`config.mk`:
```
export PLATFORM = sky130hd
export DESIGN_NAME = dedicated_datapath
export DESIGN_NICKNAME = d
export VERILOG_FILES = /design/src/rtl/dp_pkg.sv /design/src/rtl/dedicated_datapath_register_file.sv /design/src/rtl/dedicated_datapath.sv
export SDC_FILE = /design/constraint.sdc
export NUM_CORES = 1
export LEC_CHECK = 0
export BUFFER_PORTS_ARGS = -buffer_cell sky130_fd_sc_hd__buf_2
export CAP_MARGIN = 20
export CORE_MARGIN = 1.5
export CORE_UTILIZATION = 60
export CTS_BUF_LIST = sky130_fd_sc_hd__clkbuf_16
export CTS_CLUSTER_DIAMETER = 120
export DETAILED_ROUTE_END_ITERATION = 6
export GPL_TIMING_DRIVEN = 1
export PLACE_DENSITY = 0.89
export SYNTH_ARGS = -nofsm -noshare
export SYNTH_HDL_FRONTEND = slang
export SYNTH_SLANG_ARGS = --single-unit
export TNS_END_PERCENT = 50
```
`constraint.sdc`:
```
create_clock -name clk -period 10.5 [get_ports clk]
set_input_delay 1.575 -clock clk [delete_from_list [all_inputs] [get_ports clk]]
set_output_delay 1.575 -clock clk [all_outputs]
set_load 0.05 [all_outputs]
```
`src/rtl/dp_pkg.sv`:
```
// Shared constants and types for the dedicated datapath and its controller.
// Widths, register count and loop bound live here so both sides agree.
package dp_pkg;

    localparam int DP_DATA_W = 8;
    localparam int DP_ADDR_W = 4;
    localparam int DP_NREG   = 16;
    localparam int DP_LIMIT  = 10;

    typedef enum logic {
        WSEL_SUM = 1'b0,
        WSEL_ONE = 1'b1
    } wsel_e;

    // Unsigned "value <= bound" at 32 bits so any DATA_W up to 32 works.
    function automatic logic le_bound(
        input logic [31:0] value,
        input logic [31:0] bound
    );
        return value <= bound;
    endfunction

endpackage

```
`src/rtl/dedicated_datapath_register_file.sv`:
```
// 16-entry register file: two combinational read ports, one write port.
// Entry 0 is hardwired to zero; writes to it are dropped.
module register_file
    import dp_pkg::*;
#(
    parameter int DATA_W = DP_DATA_W,
    parameter int ADDR_W = DP_ADDR_W,
    parameter int NREG   = DP_NREG
) (
    input  logic              clk,
    input  logic              rst_n,
    input  logic [ADDR_W-1:0] i_raddr1,
    input  logic [ADDR_W-1:0] i_raddr2,
    input  logic [ADDR_W-1:0] i_waddr,
    input  logic              i_wen,
    input  logic [DATA_W-1:0] i_wdata,
    output logic [DATA_W-1:0] o_rdata1,
    output logic [DATA_W-1:0] o_rdata2
);

    logic [DATA_W-1:0] r_mem [NREG];
    logic              w_we;

    assign w_we = i_wen && (i_waddr != '0);

    always_ff @(posedge clk or negedge rst_n) begin
        if (!rst_n) begin
            for (int i = 0; i < NREG; i++) begin
                r_mem[i] <= '0;
            end
        end else if (w_we) begin
            r_mem[i_waddr] <= i_wdata;
        end
    end

    // Reads see the pre-edge contents; a same-cycle write shows up next cycle.
    assign o_rdata1 = (i_raddr1 == '0) ? '0 : r_mem[i_raddr1];
    assign o_rdata2 = (i_raddr2 == '0) ? '0 : r_mem[i_raddr2];

endmodule

```
`src/rtl/dedicated_datapath.sv`:
```
// Accumulator datapath: register file, adder, write mux, limit
// comparator, output buffer and sticky overflow/valid flags.
module dedicated_datapath
    import dp_pkg::*;
#(
    parameter int DATA_W = DP_DATA_W,
    parameter int LIMIT  = DP_LIMIT
) (
    input  logic                 clk,
    input  logic                 rst_n,
    input  logic                 MuxSel,
    input  logic [DP_ADDR_W-1:0] raddr1,
    input  logic [DP_ADDR_W-1:0] raddr2,
    input  logic [DP_ADDR_W-1:0] waddr,
    input  logic                 wEn,
    input  logic                 outBuf,
    output logic                 le,
    output logic [DATA_W-1:0]    outPort,
    output logic                 outValid,
    output logic                 ovf
);

    localparam logic [31:0] LIMIT_U = 32'(LIMIT);

    logic [DATA_W-1:0] w_rdata1;
    logic [DATA_W-1:0] w_rdata2;
    logic [DATA_W:0]   w_sum_full;
    logic [DATA_W-1:0] w_wdata;
    logic              w_ovf_hit;
    wsel_e             w_sel;

    logic [DATA_W-1:0] r_out;
    logic              r_valid;
    logic              r_ovf;

    register_file #(
        .DATA_W (DATA_W),
        .ADDR_W (DP_ADDR_W),
        .NREG   (DP_NREG)
    ) u_rf (
        .clk      (clk),
        .rst_n    (rst_n),
        .i_raddr1 (raddr1),
        .i_raddr2 (raddr2),
        .i_waddr  (waddr),
        .i_wen    (wEn),
        .i_wdata  (w_wdata),
        .o_rdata1 (w_rdata1),
        .o_rdata2 (w_rdata2)
    );

    assign w_sel      = wsel_e'(MuxSel);
    assign w_sum_full = {1'b0, w_rdata1} + {1'b0, w_rdata2};
    assign w_wdata    = (w_sel == WSEL_ONE) ? DATA_W'(1)
                                            : w_sum_full[DATA_W-1:0];

    // Only a committed adder write to a real register can flag overflow.
    assign w_ovf_hit = wEn && (w_sel == WSEL_SUM) && (waddr != '0)
                       && w_sum_full[DATA_W];

    assign le = le_bound(32'(w_rdata1), LIMIT_U);

    always_ff @(posedge clk or negedge rst_n) begin
        if (!rst_n) begin
            r_out   <= '0;
            r_valid <= 1'b0;
            r_ovf   <= 1'b0;
        end else begin
            if (outBuf) begin
                r_out   <= w_rdata2;
                r_valid <= 1'b1;
            end
            if (w_ovf_hit) begin
                r_ovf <= 1'b1;
            end
        end
    end

    assign outPort  = r_out;
    assign outValid = r_valid;
    assign ovf      = r_ovf;

endmodule

```
==> flow_summary.yaml, run 1 <==
timing:
  rsz_0062_raised_after_global_routing: "no"
  worst_pin_slew_ns: 1.25
  timing.final.hold_violations: 0
  relSlewSlack_pct: 16.2
  time_the_final_worst_path_needs_with_i_o_delays_and_setup_ns: 6.00
  timing.setup.tns_ns: 0
  period_share_pct: 57.1
  setup_viol_count_final: 0
  finClkSkew_ns: 0.00998
  maxSlewViolCount: 0
  hold_slack_ns: 0.383
  max_freq_ghz: 0.167
worst_setup_path:
  timing.critical_path.slowest_stage_cell: "sky130_fd_sc_hd__mux4_2"
  critical-path-max-stage-delay_ns: 0.58
  timing.setup.critical_path_class: "in -> out"
  critPathArrivalTime_ns: 4.42
  worstPathMaxFanout: 35
  timing.reg2reg.worst_path_depth: 9
  timing.critical_path.from_type: "input pin"
  worstSetupEndpointType: "primary output"
  path_cells: "buf_2, buf_4, mux4_2, mux4_2, nor2b_1, or4_1, a21oi_1, buf_2"
  critPathRequiredTime_ns: 8.93
route:
  detail_route.drc_violations: 2
  detailroute.via_count: 6344
  viasPerCell: 7.45
  initialDrtViolationCount: 1033
  detail_route.first_pass.iterations: 7
  wl_per_cell_um: 26.5
  detail-route-antenna-nets: 0
  finalWirelength_mm: 22.6
power:
  power_leakage_uw: 0.00364
  power.total_uw: 1490
  power_per_standard_cell_area_mw_per_mm2: 170
  ir_worst_vdd_v: 0.000137
layout:
  layout-drive-gt1-share_pct: 25.3
  design.final.nets: 691
  fin_cells: 851
  area.growth.synth_to_final_pct: 9.62
  antenna-diode-count: 0
  post-route-util_pct: 68.3
yosys:
  ys_warn_count: 0
  yosys_most_used_dff: "sky130_fd_sc_hd__dfrtp_1"
  synth_cell_types: 44
  postSynth.asyncResetShare_pct: 100
  synth-seq-area-share_pct: 43.4
  yosysTopAreaCellShare_pct: 43.4
  synthCells: 686
  synth_edf_count: 0
  postSynthAreaPerCell_um2: 11.6
  synth_area_mm2: 0.00796
  ff_latch_count_synth: 138
  synthDominantAreaCellType: "sky130_fd_sc_hd__dfrtp_1"
  mappedNetlistNets: 711
  top_cells_by_area_synth: "sky130_fd_sc_hd__dfrtp_1 43%, sky130_fd_sc_hd__mux4_2 21%, sky130_fd_sc_hd__nand2_1 5.0%"
floorplanning:
  io_pins: 28
  die_h_um: 118
  placeableCoreArea_mm2: 0.0128
  die_w_um: 118
  starting_density_pct: 62.3
  site_rows: 41
  die_area_mm2: 0.0140
run_status:
  failing_checks: "design-rule violations"
  outcome: "finished with violations"
placed_design:
  dp_cells: 819
  portBuffers: 27
  gp_congestion: 0.902
  dp.final_hpwl_mm: 13.3
clocking:
  numCtsBuffers: 17
  tritoncts_clock_tree: "yes"
  clk_path_buf_depth: 2
  clk_transition_reported_paths_ns: 0.06
  post-cts-setup-buffers: 0
  cts.hold.buffers_added: 0
  cts_repair_resize_count: 0
  ctsRootBufferMaster: "sky130_fd_sc_hd__clkbuf_16"
  cts.sinks: 138
  cts-htree-levels: 4
  insertion_delay_ns: 0.44
grt:
  grt_pass1_vias: 6507
  grt_first_pass_wirelength_mm: 36.0
  grt_usage_pct: 34.3
  antenna_found_initial: 0
  largest_net_degree_at_the_start_of_global_routing: 87
  grt_overflow: 0
job:
  max-cap-violations: 0
worst_hold_path:
  holdCritPathClass: "reg -> reg"
  min_path_cells: 0
[sequential cells by signal (all words and copies together) (netlist names)]
register / flops
outPort: 8
u_rf.r_mem: 128
outValid: 1
ovf: 1
[critical path, delay by kind of cell]
kind,cells,cell delay [ns]
AOI/OAI and AO/OA,1,0.16
buffers and inverters,3,0.90
muxes,2,1.06
and+or+nand+nor,2,0.70
[cell type report]
type                       count  area (um^2)
multi-input combinational    474         4210
fill                         795         4040
sequential                   138         3450
clock buffer                  17          425
clock inverter                15          229
tap                          172          215
timing repair buffer          35          201
[cell usage in the layout, fill, tap and decap left out, drive strengths merged, types with 3 or more instances in the layout]
cell | Yosys | final
clkinv | 0 | 7
nand2b | 3 | 3
nand2 | 106 | 106
dfrtp | 138 | 138
a221o | 15 | 15
buf | 17 | 35
and2 | 3 | 3
nor2b | 21 | 21
nand3 | 4 | 4
o21ai | 48 | 48
o211ai | 31 | 31
a21oi | 4 | 4
or3 | 16 | 16
clkbuf | 57 | 17
nor4 | 18 | 18
mux4 | 76 | 76
bufinv | 0 | 6
ha | 7 | 7
xnor2 | 3 | 3
or2 | 4 | 4
mux2i | 8 | 8
o31ai | 30 | 30
nor2 | 36 | 36
mux2 | 24 | 24
[cells by family after synthesis]
group           Yosys count  share of synthesized area (%)
compound gates          136                           12.2
xor+xnor                  4                          0.534
fa+ha+maj                10                           1.62
buf+inv                  74                           3.83
flops                   138                           43.4
mux                     108                           25.9
simple gates            216                           12.5
[cells in the mapped netlist (all sizes together), types with 2 or more instances]
library cell  count
mux2i             8
o211ai           31
a221o            15
mux2             24
dfrtp           138
nand2           106
and2              3
maj3              2
buf              17
nor2             36
a21oi             4
nor2b            21
xnor2             3
nor4             18
ha                7
or3              16
a21o              2
o21ai            48
nand3             4
o31ai            30
or2               4
nand2b            3
mux4             76
clkbuf           57
[metrics by stage]
step / setup slack, ns / area (um^2)
after floorplan: 4.38 / 7960
after global placement: 4.49 / 8080
after detailed placement: 4.33 / 8080
after CTS: 4.49 / 8730
after global routing: 4.39 / 8730
final: 4.50 / 8730
[metal layers]
layer	share of wire (%)	global-route usage, %	up-vias
met5	0.11	0	-
met4	7.2	22.7	2
met3	11	10.1	169
met2	48	53.3	511
met1	34	41.7	3103
li1	-	-	2559
[final timing paths]
kind | slack (ns) | endpoint | from
min in group asynchronous | 1.17 | u_rf.r_mem[3] | rst_n
worst min-delay path | 0.38 | u_rf.r_mem[122] | u_rf.r_mem[122]
max in group asynchronous | 8.14 | u_rf.r_mem[50] | rst_n
worst max register to register | 6.06 | u_rf.r_mem[38] | u_rf.r_mem[64]
worst min register to register | 0.38 | u_rf.r_mem[122] | u_rf.r_mem[122]
worst max-delay path | 4.50 | le | raddr1[0]
[power breakdown]
group          switching [uW]  total (uW)  internal (uW)
logic                     114         198           83.9
registers                37.5         611            574
clock network             236         676            440
total                     387        1490           1100
Note: power is estimated with default switching activity, not from simulation.
==> run 2: changes to the inputs <==
--- a/config.mk
+++ b/config.mk
@@ -8,12 +8,12 @@
 export BUFFER_PORTS_ARGS = -buffer_cell sky130_fd_sc_hd__buf_2
 export CAP_MARGIN = 20
 export CORE_MARGIN = 1.5
-export CORE_UTILIZATION = 60
+export CORE_UTILIZATION = 57
 export CTS_BUF_LIST = sky130_fd_sc_hd__clkbuf_16
 export CTS_CLUSTER_DIAMETER = 120
 export DETAILED_ROUTE_END_ITERATION = 6
 export GPL_TIMING_DRIVEN = 1
-export PLACE_DENSITY = 0.89
+export PLACE_DENSITY = 0.88
 export SYNTH_ARGS = -nofsm -noshare
 export SYNTH_HDL_FRONTEND = slang
 export SYNTH_SLANG_ARGS = --single-unit
==> constraint.sdc (replaced) <==
create_clock -name clk -period 5.5 [get_ports clk]
set_input_delay 0.825 -clock clk [delete_from_list [all_inputs] [get_ports clk]]
set_output_delay 0.825 -clock clk [all_outputs]
set_load 0.05 [all_outputs]
==> run 2 against run 1 <==
The flow now finishes without violations. Worst setup slack worse by 3.9 ns. Clock power rose by 52%. Non-clock buffer count increased by 7. Global-route usage is 2.0 points lower. Wire length down 1.1%. Cell count rose by 1.8%. Critical path type unchanged. Clock skew grew 0.0064 ns.
==> flow_summary.yaml, run 2 (synthesis results as in run 1) <==
run_status:
  outcome: "finished, final reports clean"
grt:
  busiest_grt_layer: "met2"
  grt_usage_pct: 32.3
  grtUsageMet1_pct: 37.6
  grt_pass1_vias: 6540
  grtUsageMet3_pct: 9.82
  grt_overflow: 0
  antenna_found_initial: 0
  largest_net_degree_at_the_start_of_global_routing: 88
  gr-usage-met2_pct: 50.9
  grt_first_pass_wirelength_mm: 35.0
route:
  detail-route-antenna-nets: 0
  initialDrtViolationCount: 955
  finalWirelength_mm: 22.3
  detail_route.drc_violations: 0
  detailroute.via_count: 6351
  viasPerCell: 7.33
  detail_route.first_pass.iterations: 6
  wl_per_cell_um: 25.8
layout:
  num-fill-cells: 963
  top_register: "u_rf.r_mem"
  layout.area.seq_mm2: 0.00345
  final_common_cell: "sky130_fd_sc_hd__dfrtp_1"
  post-route-util_pct: 62.9
  layout-drive-gt1-share_pct: 26.5
  design.final.nets: 698
  largest_register_ff_count: 128
  fin_cells: 866
  area.growth.synth_to_final_pct: 8.85
  most_frequent_cells_in_the_layout: "138 x sky130_fd_sc_hd__dfrtp_1, 106 x sky130_fd_sc_hd__nand2_1, 76 x sky130_fd_sc_hd__mux4_2"
  multi_input_area_mm2: 0.00421
  antenna-diode-count: 0
worst_setup_path:
  cp_num_buf_inv: 3
  critPathTopFamily: "buffers and inverters"
  critical-path-max-stage-delay_ns: 0.58
  critPathArrivalTime_ns: 4.02
  cp-startpoint: "raddr1[0]"
  crit_path_to: "le"
  reg2reg_to: "u_rf.r_mem[62]"
  r2r_setup_slack_ns: 1.51
  path_cells: "buf_2, buf_4, mux4_2, mux4_2, nor2b_1, or4_1, a21oi_1, buf_2"
  critPathRequiredTime_ns: 4.68
  timing.critical_path.from_type: "input pin"
  critical_path_cell_count: 8
  r2r_start: "u_rf.r_mem[0]"
  timing.critical_path.slowest_stage_cell: "sky130_fd_sc_hd__or4_1"
  worstSetupEndpointType: "primary output"
  worstPathMaxFanout: 18
  timing.reg2reg.worst_path_depth: 10
  timing.setup.critical_path_class: "in -> out"
power:
  power.total_uw: 2570
  power_per_standard_cell_area_mw_per_mm2: 297
  power_leakage_uw: 0.00361
  ir_worst_vdd_v: 0.000260
timing:
  max_freq_ghz: 0.206
  timing.setup.tns_ns: 0
  timing.final.hold_violations: 0
  maxSlewViolCount: 0
  time_the_final_worst_path_needs_with_i_o_delays_and_setup_ns: 4.85
  period_share_pct: 88.1
  setup_viol_count_final: 0
  relSlewSlack_pct: 37.4
  worst_pin_slew_ns: 0.937
  hold_slack_ns: 0.390
  rsz_0062_raised_after_global_routing: "no"
  finClkSkew_ns: 0.0164
clocking:
  post-cts-setup-buffers: 0
  clk_transition_reported_paths_ns: 0.05
  ctsRootBufferMaster: "sky130_fd_sc_hd__clkbuf_16"
  cts.sinks: 138
  clk_path_buf_depth: 2
  tritoncts_clock_tree: "yes"
  cts.hold.buffers_added: 0
  cts-htree-levels: 4
  numCtsBuffers: 17
  cts_repair_resize_count: 0
  insertion_delay_ns: 0.44
floorplanning:
  die_h_um: 121
  die_w_um: 121
  site_rows: 43
  placeableCoreArea_mm2: 0.0138
  die_area_mm2: 0.0147
  io_pins: 28
  starting_density_pct: 57.8
placed_design:
  dp.final_hpwl_mm: 13.8
  portBuffers: 27
  gp_congestion: 0.901
  dp_cells: 834
job:
  max-cap-violations: 0
worst_hold_path:
  holdCritPathClass: "reg -> reg"
run 2: routing by layer:
layer / routed length [um] / vias up
li1: - / 2552
met1: 7300 / 3114
met2: 10800 / 533
met3: 2650 / 152
met4: 1610 / 0
met5: 0 / -
run 2: area by class of cell:
type                    instances  area share (%)
clock buffers                  17            4.91
clock inverters                15            1.21
multi-input cells             474            48.5
flip-flops and latches        138            39.8
well taps                     180            2.60
repair buffers                 42            2.93
run 2: worst register-to-register path, delay by kind of cell, from the launching register on:
family	cells	cell delay (ns)
compound gates	2	0.61
mux	2	0.94
fa+ha+maj	3	1.06
flops	1	0.40
buf+inv	1	0.26
simple gates	2	0.66
run 2: worst min-delay path by stage:
stage	startpoint	slack, ns	endpoint	cells past startpoint
after detailed placement	u_rf.r_mem[122]	0.38	u_rf.r_mem[122]	0
after global routing	u_rf.r_mem[120]	0.40	u_rf.r_mem[120]	0
after CTS	u_rf.r_mem[120]	0.40	u_rf.r_mem[120]	0
final	u_rf.r_mem[120]	0.39	u_rf.r_mem[120]	0
after floorplan	u_rf.r_mem[122]	0.42	u_rf.r_mem[122]	1
after global placement	u_rf.r_mem[122]	0.37	u_rf.r_mem[122]	0
run 2: report_power, final:
part / switching [uW] / internal [uW]
Combinational: 217 / 161
Sequential: 66.9 / 1100
Clock: 459 / 572
Total: 743 / 1830
run 2: metrics by stage:
stage                     cell area, um^2  setup slack, ns
after floorplan                      7960            0.394
after global placement               8140            0.770
after detailed placement             8140            0.612
after CTS                            8670            0.668
after global routing                 8670            0.528
final                                8670            0.653
==> run 3: changes to the inputs <==
--- a/config.mk
+++ b/config.mk
@@ -8,12 +8,12 @@
 export BUFFER_PORTS_ARGS = -buffer_cell sky130_fd_sc_hd__buf_2
 export CAP_MARGIN = 20
 export CORE_MARGIN = 1.5
-export CORE_UTILIZATION = 57
+export CORE_UTILIZATION = 50
 export CTS_BUF_LIST = sky130_fd_sc_hd__clkbuf_16
 export CTS_CLUSTER_DIAMETER = 120
 export DETAILED_ROUTE_END_ITERATION = 6
 export GPL_TIMING_DRIVEN = 1
-export PLACE_DENSITY = 0.88
+export PLACE_DENSITY = 0.8
 export SYNTH_ARGS = -nofsm -noshare
 export SYNTH_HDL_FRONTEND = slang
 export SYNTH_SLANG_ARGS = --single-unit
==> run 3 against run 2 <==
Via count is 3.4% lower. Final area grew 1.8%. Clock skew fell by 0.0070 ns. Flip-flop and latch count unchanged.
==> flow_summary.yaml, run 3 (synthesis results as in run 1) <==
run_status:
  outcome: "finished, final reports clean"
layout:
  design.final.nets: 697
  antenna-diode-count: 0
  top_register: "u_rf.r_mem"
  area.growth.synth_to_final_pct: 10.8
  largest_register_ff_count: 128
  most_frequent_cells_in_the_layout: "138 x sky130_fd_sc_hd__dfrtp_1, 106 x sky130_fd_sc_hd__nand2_1, 76 x sky130_fd_sc_hd__mux4_2"
  layout-drive-gt1-share_pct: 26.3
  finalInstanceArea_mm2: 0.00882
  final_common_cell: "sky130_fd_sc_hd__dfrtp_1"
timing:
  hold_slack_ns: 0.383
  finClkSkew_ns: 0.00934
  worst_pin_slew_ns: 0.950
  setup_viol_count_final: 0
  maxSlewViolCount: 0
  rsz_0062_raised_after_global_routing: "no"
  relSlewSlack_pct: 36.5
  time_the_final_worst_path_needs_with_i_o_delays_and_setup_ns: 4.86
  timing.setup.tns_ns: 0
  timing.final.hold_violations: 0
  max_freq_ghz: 0.206
  period_share_pct: 88.4
clocking:
  post-cts-setup-buffers: 0
  cts_repair_resize_count: 0
  cts.hold.buffers_added: 0
  numCtsBuffers: 17
  clk_transition_reported_paths_ns: 0.06
  clk_path_buf_depth: 2
  insertion_delay_ns: 0.44
  ctsRootBufferMaster: "sky130_fd_sc_hd__clkbuf_16"
  tritoncts_clock_tree: "yes"
  cts.sinks: 138
  cts-htree-levels: 4
floorplanning:
  die_w_um: 129
  site_rows: 45
  io_pins: 28
  die_h_um: 129
  die_area_mm2: 0.0167
  starting_density_pct: 51.8
  placeableCoreArea_mm2: 0.0154
route:
  initialDrtViolationCount: 953
  detail-route-antenna-nets: 0
  wl_per_cell_um: 24.0
  detail_route.first_pass.iterations: 5
  detail_route.drc_violations: 0
  viasPerCell: 6.85
  detailroute.via_count: 6135
  finalWirelength_mm: 21.5
grt:
  grt_usage_pct: 27.5
  largest_net_degree_at_the_start_of_global_routing: 82
  grt_pass1_vias: 6221
  grt_first_pass_wirelength_mm: 33.8
  antenna_found_initial: 0
  grt_overflow: 0
placed_design:
  dp.final_hpwl_mm: 13.3
  postPlaceCellArea_mm2: 0.00817
  gp_congestion: 0.863
  portBuffers: 27
worst_setup_path:
  worstPathMaxFanout: 23
  critPathRequiredTime_ns: 4.68
  timing.setup.critical_path_class: "in -> out"
  timing.critical_path.from_type: "input pin"
  worstSetupEndpointType: "primary output"
  critPathArrivalTime_ns: 4.04
power:
  ir_worst_vdd_v: 0.000217
  power.total_uw: 2820
  power_leakage_uw: 0.00367
  power_per_standard_cell_area_mw_per_mm2: 320
job:
  max-cap-violations: 0
worst_hold_path:
  holdCritPathClass: "reg -> reg"
run 3: power breakdown:
group	switching, uW	internal (uW)	total (uW)
Clock	447	841	1290
Combinational	215	161	375
Sequential	65.5	1100	1160
run 3: cell type report:
class / count / area, um^2
tap: 211 / 264
multi-input combinational: 474 / 4210
clock buffer: 17 / 425
fill: 1175 / 6550
sequential: 138 / 3450
clock inverter: 14 / 229
timing repair buffer: 41 / 246
run 3: critical path: stages:
cell                      delay, ns
sky130_fd_sc_hd__buf_2         0.39
sky130_fd_sc_hd__buf_4         0.48
sky130_fd_sc_hd__mux4_2        0.56
sky130_fd_sc_hd__mux4_2        0.49
sky130_fd_sc_hd__nor2b_1       0.16
sky130_fd_sc_hd__or4_1         0.54
sky130_fd_sc_hd__a21oi_1       0.25
sky130_fd_sc_hd__buf_2         0.32
run 3: through the flow:
| stage | utilization [%] | cells | setup slack, ns |
|---|---|---|---|
| final | 57.4 | 895 | 0.638 |
| after global routing | 57.4 | 895 | 0.511 |
| after CTS | 57.4 | 895 | 0.667 |
| after detailed placement | 53.1 | 864 | 0.543 |
| after global placement | 53.1 | 864 | 0.689 |
| after floorplan | - | 686 | 0.394 |
run 3: final timing paths:
path | startpoint | endpoint | slack (ns) | cells past startpoint
worst max register to register | u_rf.r_mem[0] | u_rf.r_mem[54] | 1.45 | 9
min in group asynchronous | rst_n | u_rf.r_mem[51] | 0.45 | 1
worst min register to register | u_rf.r_mem[122] | u_rf.r_mem[122] | 0.38 | 0
worst min-delay path | u_rf.r_mem[122] | u_rf.r_mem[122] | 0.38 | 0
worst max-delay path | raddr1[0] | le | 0.64 | 8
max in group asynchronous | rst_n | u_rf.r_mem[24] | 3.82 | 2
run 3: per-layer routing:
layer	up-vias	wire length (um)	global-route usage (%)
li1	2569	-	-
met1	3061	7810	32.7
met2	397	10500	43.8
met3	108	1950	7.84
met4	0	1290	18.0
met5	-	0	0
